$ cat src/rtl/enc_acq_pkg.sv
// Shared types and helpers for the encoder acquisition controller:
// FSM state encoding, default widths and the round-robin pick function.
package enc_acq_pkg;

  typedef enum logic [1:0] {
    IDLE  = 2'd0,
    RUN   = 2'd1,
    DRAIN = 2'd2,
    DONE  = 2'd3
  } state_t;

  localparam int NCH_DEF   = 4;
  localparam int CW_DEF    = 64;
  localparam int IW_DEF    = 2;
  localparam int DROPW_DEF = 16;
  localparam int NCH_MAX   = 16;

  // First requesting channel at or after ptr, wrapping at n; returns ptr when idle.
  function automatic logic [3:0] rr_pick(input logic [NCH_MAX-1:0] req,
                                         input logic [3:0]         ptr,
                                         input logic [4:0]         n);
    logic [4:0] k;
    rr_pick = ptr;
    for (int i = NCH_MAX - 1; i >= 0; i--) begin
      k = {1'b0, ptr} + 5'(i);
      if (k >= n) k = k - n;
      if ((5'(i) < n) && req[k[3:0]]) rr_pick = k[3:0];
    end
  endfunction

endpackage

$ cat src/rtl/enc_acq_ctrl_if.sv
// Control, channel-capture and readout-stream signals of the acquisition controller.
// The slave side is the controller; the master side is whoever drives it.
interface enc_acq_ctrl_if import enc_acq_pkg::*; #(
  parameter int P_NCH   = NCH_DEF,
  parameter int P_CW    = CW_DEF,
  parameter int P_IW    = IW_DEF,
  parameter int P_DROPW = DROPW_DEF
);
  logic                    I_START;
  logic                    I_STOP;
  logic [P_NCH-1:0]        I_CH_EN;
  logic [31:0]             I_TIMEOUT;
  logic [P_NCH-1:0]        O_ARM;
  logic [P_NCH*P_CW-1:0]   I_CNT;
  logic [P_NCH-1:0]        I_OVF;
  logic [P_NCH-1:0]        I_RDY;
  logic                    O_VALID;
  logic                    I_ACK;
  logic [P_CW-1:0]         O_DATA;
  logic [P_IW-1:0]         O_CH;
  logic                    O_OVF;
  logic                    O_BUSY;
  logic                    O_DONE;
  logic                    O_TIMEOUT;
  logic [P_DROPW-1:0]      O_DROP;

  modport slave (
    input  I_START, I_STOP, I_CH_EN, I_TIMEOUT, I_CNT, I_OVF, I_RDY, I_ACK,
    output O_ARM, O_VALID, O_DATA, O_CH, O_OVF, O_BUSY, O_DONE, O_TIMEOUT, O_DROP
  );

  modport master (
    output I_START, I_STOP, I_CH_EN, I_TIMEOUT, I_CNT, I_OVF, I_RDY, I_ACK,
    input  O_ARM, O_VALID, O_DATA, O_CH, O_OVF, O_BUSY, O_DONE, O_TIMEOUT, O_DROP
  );
endinterface

$ cat src/rtl/enc_rr_arb.sv
// Round-robin arbiter: combinational one-hot grant over req, priority pointer
// moves to the channel after the winner on adv; channel 0 first after reset.
module enc_rr_arb import enc_acq_pkg::*; #(
  parameter int P_NCH = NCH_DEF,
  parameter int P_IW  = IW_DEF
) (
  input  logic             CLK,
  input  logic             RST,
  input  logic [P_NCH-1:0] req,
  input  logic             adv,
  output logic [P_NCH-1:0] grant,
  output logic [P_IW-1:0]  idx
);

  logic [3:0] ptr;
  logic [3:0] pick;

  always_comb begin
    pick  = rr_pick(NCH_MAX'(req), ptr, 5'(P_NCH));
    idx   = P_IW'(pick);
    grant = (|req) ? (P_NCH'(1) << idx) : '0;
  end

  always_ff @(posedge CLK) begin
    if (RST) begin
      ptr <= 4'd0;
    end else if (adv) begin
      ptr <= (pick == 4'(P_NCH - 1)) ? 4'd0 : pick + 4'd1;
    end
  end

endmodule

$ cat src/rtl/enc_acq_ctrl.sv
// Arms masked encoder channels, runs the acquisition window and serialises per-channel
// snapshots onto one valid/ack stream; a word appears >=1 cycle after capture and holds while not acked.
module enc_acq_ctrl import enc_acq_pkg::*; #(
  parameter int P_NCH   = NCH_DEF,
  parameter int P_CW    = CW_DEF,
  parameter int P_IW    = IW_DEF,
  parameter int P_DROPW = DROPW_DEF
) (
  input  logic          CLK,
  input  logic          RST,
  enc_acq_ctrl_if.slave bus
);

  localparam int DSUMW = P_DROPW + 1;

  state_t             state, state_nxt;
  logic [P_NCH-1:0]   mask, pend, hovf;
  logic [P_NCH-1:0]   cap, gnt, gnt_used, ovw;
  logic [P_CW-1:0]    hold [P_NCH];
  logic [P_IW-1:0]    gidx;
  logic [31:0]        tcnt;
  logic               tmo_hit, load;
  logic [DSUMW-1:0]   drop_sum;
  logic [P_DROPW-1:0] drop_nxt;

  enc_rr_arb #(.P_NCH(P_NCH), .P_IW(P_IW)) u_arb (
    .CLK   (CLK),
    .RST   (RST),
    .req   (pend),
    .adv   (load),
    .grant (gnt),
    .idx   (gidx)
  );

  always_comb begin
    cap      = (state == RUN) ? (bus.I_RDY & mask) : '0;
    load     = (!bus.O_VALID || bus.I_ACK) && (|pend);
    gnt_used = load ? gnt : '0;
    // A capture landing on the channel being granted is a refill, not a drop.
    ovw      = cap & pend & ~gnt_used;
    tmo_hit  = (state == RUN) && (bus.I_TIMEOUT != 32'd0) &&
               (tcnt == bus.I_TIMEOUT - 32'd1);
    drop_sum = {1'b0, bus.O_DROP};
    for (int k = 0; k < P_NCH; k++) drop_sum = drop_sum + DSUMW'(ovw[k]);
    drop_nxt = drop_sum[P_DROPW] ? '1 : drop_sum[P_DROPW-1:0];
  end

  always_ff @(posedge CLK) begin
    if (RST) state <= IDLE;
    else     state <= state_nxt;
  end

  always_comb begin
    state_nxt = state;
    case (state)
      IDLE:    if (bus.I_START) state_nxt = RUN;
      RUN:     if (bus.I_STOP || tmo_hit) state_nxt = DRAIN;
      DRAIN:   if ((pend == '0) && !bus.O_VALID) state_nxt = DONE;
      DONE:    state_nxt = IDLE;
      default: state_nxt = IDLE;
    endcase
  end

  always_comb begin
    bus.O_ARM  = (state == RUN) ? mask : '0;
    bus.O_BUSY = (state != IDLE);
    bus.O_DONE = (state == DONE);
  end

  always_ff @(posedge CLK) begin
    if (RST) begin
      mask          <= '0;
      pend          <= '0;
      tcnt          <= '0;
      bus.O_VALID   <= 1'b0;
      bus.O_DATA    <= '0;
      bus.O_CH      <= '0;
      bus.O_OVF     <= 1'b0;
      bus.O_TIMEOUT <= 1'b0;
      bus.O_DROP    <= '0;
    end else begin
      pend <= (pend & ~gnt_used) | cap;
      if ((state == IDLE) && bus.I_START) begin
        mask          <= bus.I_CH_EN;
        tcnt          <= '0;
        bus.O_TIMEOUT <= 1'b0;
        bus.O_DROP    <= '0;
      end else begin
        if (state == RUN) tcnt <= (|cap) ? '0 : tcnt + 32'd1;
        if (tmo_hit && !bus.I_STOP) bus.O_TIMEOUT <= 1'b1;
        bus.O_DROP <= drop_nxt;
      end
      if (load) begin
        bus.O_VALID <= 1'b1;
        bus.O_DATA  <= hold[gidx];
        bus.O_CH    <= gidx;
        bus.O_OVF   <= hovf[gidx];
      end else if (bus.I_ACK) begin
        bus.O_VALID <= 1'b0;
      end
    end
  end

  // Snapshot storage is qualified by pend, so it needs no reset.
  always_ff @(posedge CLK) begin
    for (int k = 0; k < P_NCH; k++) begin
      if (cap[k]) begin
        hold[k] <= bus.I_CNT[k*P_CW +: P_CW];
        hovf[k] <= bus.I_OVF[k];
      end
    end
  end

endmodule

$ cat src/flat_wrapper.sv
// flat-port wrapper written by rule: the top's interface ports become plain ports
module enc_acq_ctrl_flat import enc_acq_pkg::*;
#(
  parameter int P_NCH   = NCH_DEF,
  parameter int P_CW    = CW_DEF,
  parameter int P_IW    = IW_DEF,
  parameter int P_DROPW = DROPW_DEF
)
  (CLK, RST, bus_I_START, bus_I_STOP, bus_I_CH_EN, bus_I_TIMEOUT, bus_I_CNT, bus_I_OVF, bus_I_RDY, bus_I_ACK, bus_O_ARM, bus_O_VALID, bus_O_DATA, bus_O_CH, bus_O_OVF, bus_O_BUSY, bus_O_DONE, bus_O_TIMEOUT, bus_O_DROP);
  enc_acq_ctrl_if #(.P_NCH(P_NCH), .P_CW(P_CW), .P_IW(P_IW), .P_DROPW(P_DROPW)) bus_i ();
  input  logic CLK;
  input  logic RST;
  input wire logic [$bits(bus_i.I_START)-1:0] bus_I_START;
  input wire logic [$bits(bus_i.I_STOP)-1:0] bus_I_STOP;
  input wire logic [$bits(bus_i.I_CH_EN)-1:0] bus_I_CH_EN;
  input wire logic [$bits(bus_i.I_TIMEOUT)-1:0] bus_I_TIMEOUT;
  input wire logic [$bits(bus_i.I_CNT)-1:0] bus_I_CNT;
  input wire logic [$bits(bus_i.I_OVF)-1:0] bus_I_OVF;
  input wire logic [$bits(bus_i.I_RDY)-1:0] bus_I_RDY;
  input wire logic [$bits(bus_i.I_ACK)-1:0] bus_I_ACK;
  output wire logic [$bits(bus_i.O_ARM)-1:0] bus_O_ARM;
  output wire logic [$bits(bus_i.O_VALID)-1:0] bus_O_VALID;
  output wire logic [$bits(bus_i.O_DATA)-1:0] bus_O_DATA;
  output wire logic [$bits(bus_i.O_CH)-1:0] bus_O_CH;
  output wire logic [$bits(bus_i.O_OVF)-1:0] bus_O_OVF;
  output wire logic [$bits(bus_i.O_BUSY)-1:0] bus_O_BUSY;
  output wire logic [$bits(bus_i.O_DONE)-1:0] bus_O_DONE;
  output wire logic [$bits(bus_i.O_TIMEOUT)-1:0] bus_O_TIMEOUT;
  output wire logic [$bits(bus_i.O_DROP)-1:0] bus_O_DROP;
  assign bus_i.I_START = bus_I_START;
  assign bus_i.I_STOP = bus_I_STOP;
  assign bus_i.I_CH_EN = bus_I_CH_EN;
  assign bus_i.I_TIMEOUT = bus_I_TIMEOUT;
  assign bus_i.I_CNT = bus_I_CNT;
  assign bus_i.I_OVF = bus_I_OVF;
  assign bus_i.I_RDY = bus_I_RDY;
  assign bus_i.I_ACK = bus_I_ACK;
  assign bus_O_ARM = bus_i.O_ARM;
  assign bus_O_VALID = bus_i.O_VALID;
  assign bus_O_DATA = bus_i.O_DATA;
  assign bus_O_CH = bus_i.O_CH;
  assign bus_O_OVF = bus_i.O_OVF;
  assign bus_O_BUSY = bus_i.O_BUSY;
  assign bus_O_DONE = bus_i.O_DONE;
  assign bus_O_TIMEOUT = bus_i.O_TIMEOUT;
  assign bus_O_DROP = bus_i.O_DROP;
  enc_acq_ctrl #(.P_NCH(P_NCH), .P_CW(P_CW), .P_IW(P_IW), .P_DROPW(P_DROPW)) u_core (.CLK(CLK), .RST(RST), .bus(bus_i));
endmodule
$ cat config.mk
export PLATFORM = sky130hd
export DESIGN_NAME = enc_acq_ctrl_flat
export DESIGN_NICKNAME = d
export VERILOG_FILES = /design/src/rtl/enc_acq_pkg.sv /design/src/rtl/enc_acq_ctrl_if.sv /design/src/rtl/enc_rr_arb.sv /design/src/rtl/enc_acq_ctrl.sv /design/src/flat_wrapper.sv
export SDC_FILE = /design/constraint.sdc
export NUM_CORES = 1
export LEC_CHECK = 0
export BUFFER_PORTS_ARGS = -buffer_cell sky130_fd_sc_hd__buf_2
export CAP_MARGIN = 40
export CORE_ASPECT_RATIO = 0.5
export CORE_UTILIZATION = 40
export DETAILED_ROUTE_END_ITERATION = 8
export GPL_TIMING_DRIVEN = 0
export MAX_ROUTING_LAYER = met4
export PLACE_DENSITY_LB_ADDON = 0.2
export SETUP_SLACK_MARGIN = 0.02
export SLEW_MARGIN = 20
export SYNTH_ARGS = -nofsm -noshare
export SYNTH_HDL_FRONTEND = slang
export SYNTH_SLANG_ARGS = --single-unit
$ cat constraint.sdc
create_clock -name CLK -period 6.7 [get_ports CLK]
set_input_delay 1.34 -clock CLK [delete_from_list [all_inputs] [get_ports CLK]]
set_output_delay 1.34 -clock CLK [all_outputs]
set_load 0.03 [all_outputs]
Yosys cells after proc, flatten, opt, wreduce, memory -nomap -nowiden --
Memories as Yosys holds them, arrays and structs flattened. A register that Yosys moved wholly into a read port is not among the register bits. Cells that the tools add are included.
Storage, ports and cells: register bits 71, RAM bits 256, bits of input ports 305, output and inout port bits 91, logic and storage cells 111, memories 1
Operators by class: add/subtract/negate cells 14, magnitude comparators 9, equality and inequality tests 8, shifts and indexed selects 1, muxes and demuxes 39, bitwise gates (word level) 6, reductions and logical operators 19
Memories:
- u_core.hold | words 4, bits a word 64, read ports 1, clocked after memory_dff 1, wr ports 4, RTL line enc_acq_ctrl.sv:19 | logic [P_CW-1:0] hold [P_NCH];
Operators with widths (count):
- $mux 4 | 13
- $add 17x1->17 | 3
- $add 32x1->32 const B | 1
- $eq 32x32->1 | 1
- $mux 32 | 1
- $reduce_bool 32->1 | 1
- $sub 32x1->32 const B | 1
- $lt 4x5->1 const B | 4
- $add 16x1->17 | 1
- $and 4x4->4 | 4
- $bmux 1 s4 | 4
- $mux 16 | 1
- $sub 4x3->4 const B | 4
- $ge 5x3->1 const B | 3
- $mux 1 | 15
- $add 4x2->5 const B | 2
- $pmux 2 s4 | 1
- $reduce_or 4->1 | 2
- $logic_and 1x1->1 | 6
- $mux 2 | 3
- $add 4x1->5 const B | 1
- $add 4x1->4 const B | 1
- $eq 2x2->1 const B | 2
- $eq 4x2->1 const B | 1
- 16 further kinds | 20

Logic depth before layout (Yosys ltp) --
depth in word-level cells 19, mapped depth 24, mapped depth without buffers 23

By module --
A second synthesis with hierarchy kept.
Second synthesis, totals: cells, all modules 1244, area total of the unflattened synthesis 16519.6 µm²
By module, submodules not included:
- enc_acq_ctrl | times used 1, cells an instance 1132, area an instance 15576.2 µm², seq. area each 10349.9 µm²
- enc_rr_arb | times used 1, cells an instance 112, area an instance 943.4 µm², seq. area each 80.1 µm²

Least setup slack after synthesis --
OpenSTA, ideal clock, no wires.
path kind input-to-reg, start input bus_I_RDY[0], end register u_core.bus.O_DROP[10], setup time 133 ps, data arrival time 5468 ps, data required time 6567 ps, slack 1100 ps, stages on the path 11, path buffers 1, cells stage by stage and3_1 -> nand3_1 -> fa_1 -> inv_1 -> fa_1 -> fa_1 -> nand2_1 -> nor4_1 -> nand4_1 -> clkbuf_1 -> a21oi_1
Between the ends: word-level cells in the longest chain between the ends 9
RTL lines:
- start, declared | RTL line flat_wrapper.sv:19 | input wire logic [$bits(bus_i.I_RDY)-1:0] bus_I_RDY;
- $and 4x4->4 | RTL line enc_acq_ctrl.sv:36 | cap = (state == RUN) ? (bus.I_RDY & mask) : '0;
- $mux 4 | RTL line enc_acq_ctrl.sv:36
- $and 4x4->4 (2 in series) | RTL line enc_acq_ctrl.sv:40 | ovw = cap & pend & ~gnt_used;
- $add 16x1->17 | RTL line enc_acq_ctrl.sv:44 | for (int k = 0; k < P_NCH; k++) drop_sum = drop_sum + DSUMW'(ovw[k]);
- $add 17x1->17 (3 in series) | RTL line enc_acq_ctrl.sv:44
- $mux 16 | RTL line enc_acq_ctrl.sv:45 | drop_nxt = drop_sum[P_DROPW] ? '1 : drop_sum[P_DROPW-1:0];
- end signal, assigned | RTL line enc_acq_ctrl.sv:91 | bus.O_DROP <= drop_nxt;
- end, declared | RTL line enc_acq_ctrl_if.sv:29 | output O_ARM, O_VALID, O_DATA, O_CH, O_OVF, O_BUSY, O_DONE, O_TIMEOUT, O_DROP
Every way passes these cells. A chain may end at the register's enable or synchronous reset.

Final worst setup path --
start register u_core.u_arb.ptr[0], end register u_core.bus.O_DROP[6]
Between the ends: word-level cells in the longest chain between the ends 19, elaborated cells on any way between the ends 37, those cells by class add/sub: 11; order compare: 4; shift: 1; mux: 19; bitwise: 2
RTL lines:
- start, declared | RTL line enc_rr_arb.sv:15 | logic [3:0] ptr;
- start signal, assigned | RTL line enc_rr_arb.sv:28 | ptr <= (pick == 4'(P_NCH - 1)) ? 4'd0 : pick + 4'd1;
- $add 4x2->5 | RTL line enc_acq_pkg.sv:25 | k = {1'b0, ptr} + 5'(i);
- $sub 4x3->4 or $ge 5x3->1 (tied branches) | RTL line enc_acq_pkg.sv:26 | if (k >= n) k = k - n;
- $mux 4 | RTL line enc_acq_pkg.sv:26
- $bmux 1 s4 | RTL line enc_acq_pkg.sv:27 | if ((5'(i) < n) && req[k[3:0]]) rr_pick = k[3:0];
- $mux 1 (not written as such) | RTL line enc_acq_pkg.sv:27
- $mux 4 (3 in series) | RTL line enc_acq_pkg.sv:27
- $mux 4 * | RTL line enc_acq_pkg.sv:27
- $shl 1x2->4 * | RTL line enc_rr_arb.sv:21 | grant = (|req) ? (P_NCH'(1) << idx) : '0;
- $mux 4 * | RTL line enc_rr_arb.sv:21
- $mux 4 * | RTL line enc_acq_ctrl.sv:38 | gnt_used = load ? gnt : '0;
- $not 4->4 * | RTL line enc_acq_ctrl.sv:40
- $and 4x4->4 * | RTL line enc_acq_ctrl.sv:40
- $add 16x1->17 | RTL line enc_acq_ctrl.sv:44
- $add 17x1->17 (2 in series) | RTL line enc_acq_ctrl.sv:44
- $add 17x1->17 * | RTL line enc_acq_ctrl.sv:44
- $mux 16 * | RTL line enc_acq_ctrl.sv:45
Mark *: on every way between the ends. The rest lies on a longest branch, timed or not. The select of a mux whose other input is x is not followed.

==> out/results.txt <==
FP Rows -> 52
Number of global-route vias before repair -> 11726
Worst Max-Slew Pin Slew -> 0.856 ns
Flop-to-flop setup slack -> 0.56 ns
Unrepaired setup endpoints after global routing -> no
F_max -> 163 MHz
Area growth syn-to-layout -> 25.5%
M3 GR Usage -> 3.18%
Synthesized net count -> 1580
Storage cell area -> 0.0104 mm^2
Final HPWL DP -> 32700 um
Initial antenna violation count -> 13
Placed Cells incl. Taps -> 2186
Multi-input logic area -> 0.00568 mm^2
Drt first pass iters -> 4
Met1 Use GR -> 26.4%
Total of max-cap violations -> 0
GRT Util Overall -> 22.2%
EDFF count, synth -> 260
Post-Syn Area -> 0.0164 mm^2
Worst R2R Path Depth -> 25
Clock root cell -> clkbuf_16
Main combinational cell family by area after synthesis -> simple AND/OR/NAND/NOR gates
Clock-pin slew on the worst setup and hold paths -> 0.07 ns
Core Box Area -> 0.0405 mm^2
CTS Sinks -> 391
Internal cell power -> 4.39 mW
Fin. max-slew vios -> 0
Synth Area in Compound Gates -> 7.61%
Starting DRT DRC Count -> 710
Chip Width -> 289 um
Clock buffer depth -> 3
Worst Hold Class -> reg -> reg
Reg2reg end -> u_core.bus.O_DROP[6]
Cell variety after synth -> 69
Share of cells above drive strength 1 -> 29.6%
Leakage -> 8.58 nW
Wire length per cell -> 20.1 um
Yosys reg bits -> 391
Total detailed-routing wirelength -> 45700 um
Fill cell count -> 3622
Worst-skew pair later-pin latency -> 0.54 ns
Final Hold Violating Endpoints -> 0
DR DRC count -> 0
Crit start category -> register
Mapped Cells -> 1249
Pwr Density -> 292 mW/mm^2
Clock power share -> 38.1%
Net Sw Power -> 1.64 mW
Syn avg cell area -> 13.2 um^2
Worst VDD drop -> 0.206 mV
Simple-Gate Fraction of Synth Area -> 11.3%
Comb pwr share -> 16.5%
Tcrit/Tclk final -> 91.7%
Adder-cell share of the synthesized area -> 2.12%
DIE AREA -> 0.0420 mm^2
Hold_ws -> 0.462 ns
Seq/Total Area, Yosys -> 63.4%
CP Data Arrival Time -> 6.55 ns
Gr ovfl total -> 0
Die H -> 145 um
Final setup fails -> 0
Post-route minimum period -> 6.14 ns
Placed cell area -> 0.0192 mm^2
Hold endpoint -> u_core.mask[2]
Status -> finished clean
XOR/XNOR Fraction of Synth Area -> 4.37%
Syn. warnings -> 0
Wire length of the first global-routing pass -> 68900 um
Switching part of the total -> 27.2%
Post-route ant nets -> 0
Worst slew margin relative to its limit -> 42.9%
H-tree depth -> 2
Proportion of synthesized area in mux cells -> 8.90%
IO Count -> 396
Clock Skew -> 0.0151 ns
Largest net degree at the start of global routing -> 43
GR Layer Usage met2 -> 38.0%
Synth async-reset ratio -> 0%
Hold buffer count at cts -> 0
Final-stage net count -> 2019
Vias -> 11746
Finished layout cell area -> 0.0206 mm^2
Worst min-delay path startpoint -> u_core.mask[2]
GR peak layer -> met2
CP Class -> reg -> reg
CP endpoint kind -> register
Critical path fanouts, max -> 10
CTS tree -> done
Total CTS buffers -> 38
Port-buffer cells -> 390
Initial Util -> 40.6%
Fin cells -> 2272
Launch point of the worst reg-to-reg path -> u_core.u_arb.ptr[0]
Post-synth top flop -> edfxtp_1
Drt via density -> 5.17
Min-Delay Path Depth -> 2
Sequential share of power -> 45.4%
Global placer's final weighted congestion -> 0.880
WP data required -> 7.11 ns
stage by stage:
step	utilization (%)	TNS, ns	setup WS (ns)	power, mW
after global routing	51.0	0	0.0346	6.27
after detailed placement	47.4	-1.99	-0.215	3.78
after CTS	50.8	0	0.0257	6.08
after global placement	47.1	-11.73	-0.908	3.77
after floorplan	-	0	1.10	3.41
final	51.0	0	0.559	6.03
layout by cell type (no fill, tap or decap), drive strengths merged, types with 48 or more instances in the layout:
cell	n
edfxtp	260
buf	416
o221ai	68
mux2i	136
dfxtp	131
nand3	105
nand2	48
clkbuf	94
nor2	70
synth_stat cells (3+ instances only):
| cell | instances | share of area (%) |
|---|---|---|
| clkbuf_1 | 46 | 1.1 |
| ha_1 | 23 | 1.8 |
| a2111oi_0 | 3 | 0.16 |
| inv_1 | 27 | 0.62 |
| nand4_1 | 21 | 0.80 |
| o221ai_1 | 68 | 3.6 |
| buf_1 | 3 | 0.068 |
| o21ai_0 | 10 | 0.30 |
| o21ai_1 | 5 | 0.15 |
| fa_1 | 3 | 0.37 |
| nand3b_1 | 5 | 0.23 |
| nor3_1 | 17 | 0.52 |
| a31oi_1 | 9 | 0.34 |
| xor2_1 | 41 | 2.2 |
| a21oi_1 | 35 | 1.1 |
| nor2_1 | 70 | 1.6 |
| and4_1 | 3 | 0.16 |
| edfxtp_1 | 260 | 47 |
| nand2_1 | 48 | 1.1 |
| or4_1 | 3 | 0.14 |
| or4_4 | 4 | 0.27 |
| mux2i_1 | 136 | 8.3 |
| o211ai_1 | 5 | 0.23 |
| mux4_2 | 3 | 0.41 |
| or3_1 | 6 | 0.23 |
| a211oi_1 | 4 | 0.18 |
| nor4_1 | 19 | 0.72 |
| and2_1 | 10 | 0.38 |
| dfxtp_1 | 131 | 16 |
| nand2b_1 | 5 | 0.19 |
| xnor2_1 | 41 | 2.2 |
| and3_1 | 12 | 0.46 |
| buf_2 | 14 | 0.43 |
| nor2b_1 | 5 | 0.19 |
| nand3_1 | 105 | 3.2 |
power by group through the flow:
stage               Combinational (mW)  Sequential (mW)  Clock, mW
floorplan                        0.539             2.87          0
global placement                 0.975             2.79          0
detailed placement               0.990             2.79          0
CTS                              0.994             2.74       2.35
global route                      1.07             2.75       2.45
finish                           0.995             2.74       2.30
cells by family after synthesis:
logic type / after synthesis
xor+xnor: 82
buf+inv: 92
fa+ha+maj: 26
simple gates: 352
compound gates: 164
mux: 142
flops: 391
registers in the layout, indices dropped and copies added, names as in the netlist:
register              count
u_core.bus.O_OVF          1
u_core.bus.O_VALID        1
u_core.tcnt              32
u_core.bus.O_TIMEOUT      1
u_core.bus.O_DATA        64
u_core.hovf               4
u_core.mask               4
u_core.hold             256
u_core.u_arb.ptr          4
u_core.bus.O_DROP        16
u_core.state              2
u_core.pend               4
u_core.bus.O_CH           2
timing repair:
item,in CTS,in global routing
gates resized for setup,2,12
buffers inserted,0,1
pin swaps,0,1
setup endpoints to repair,10,15
worst max-delay path by stage:
stage	start	endpoint	slack [ns]	cells past startpoint
3_5_place_dp	u_core.u_arb.ptr[0]	u_core.bus.O_DROP[6]	-0.21	25
2_1_floorplan	bus_I_RDY[0]	u_core.bus.O_DROP[10]	1.10	11
3_3_place_gp	bus_I_RDY[0]	u_core.bus.O_DROP[13]	-0.91	12
5_1_grt	u_core.u_arb.ptr[0]	u_core.bus.O_DROP[6]	0.03	25
4_1_cts	u_core.u_arb.ptr[0]	u_core.bus.O_DROP[6]	0.03	25
6_report	u_core.u_arb.ptr[0]	u_core.bus.O_DROP[6]	0.56	25
final cells by class:
class / count / area share [%]
flip-flops and latches: 391 / 50.6
multi-input cells: 766 / 27.5
plain buffers: 64 / 1.33
repair buffers: 399 / 10.1
clock buffers: 47 / 5.17
diodes: 14 / 0.170
inverters: 28 / 0.534
well taps: 540 / 3.27
clock inverters: 23 / 1.32
worst max-delay path, stage by stage (launching register included):
cell      delay, ns
dfxtp_2        0.44
clkbuf_4       0.28
inv_1          0.15
ha_1           0.31
xnor2_1        0.16
ha_1           0.32
o21ai_0        0.16
a31oi_1        0.11
nor4b_1        0.34
o21ai_1        0.14
xnor2_2        0.21
clkbuf_4       0.21
buf_4          0.21
buf_4          0.22
ha_1           0.22
nand2_1        0.08
nand3_1        0.12
fa_1           0.57
inv_1          0.05
fa_1           0.45
fa_1           0.48
nand2_1        0.19
nor4_4         0.08
nand4_1        0.16
buf_2          0.25
a21oi_1        0.10
metal layers:
layer	wire [um]	up-vias	share of wire, %
li1	-	5676	-
met1	19100	5710	42
met2	23400	257	51
met3	1500	103	3.3
met4	1680	0	3.7
met5	0	-	0
No activity file was read; power rests on OpenSTA's default activity.
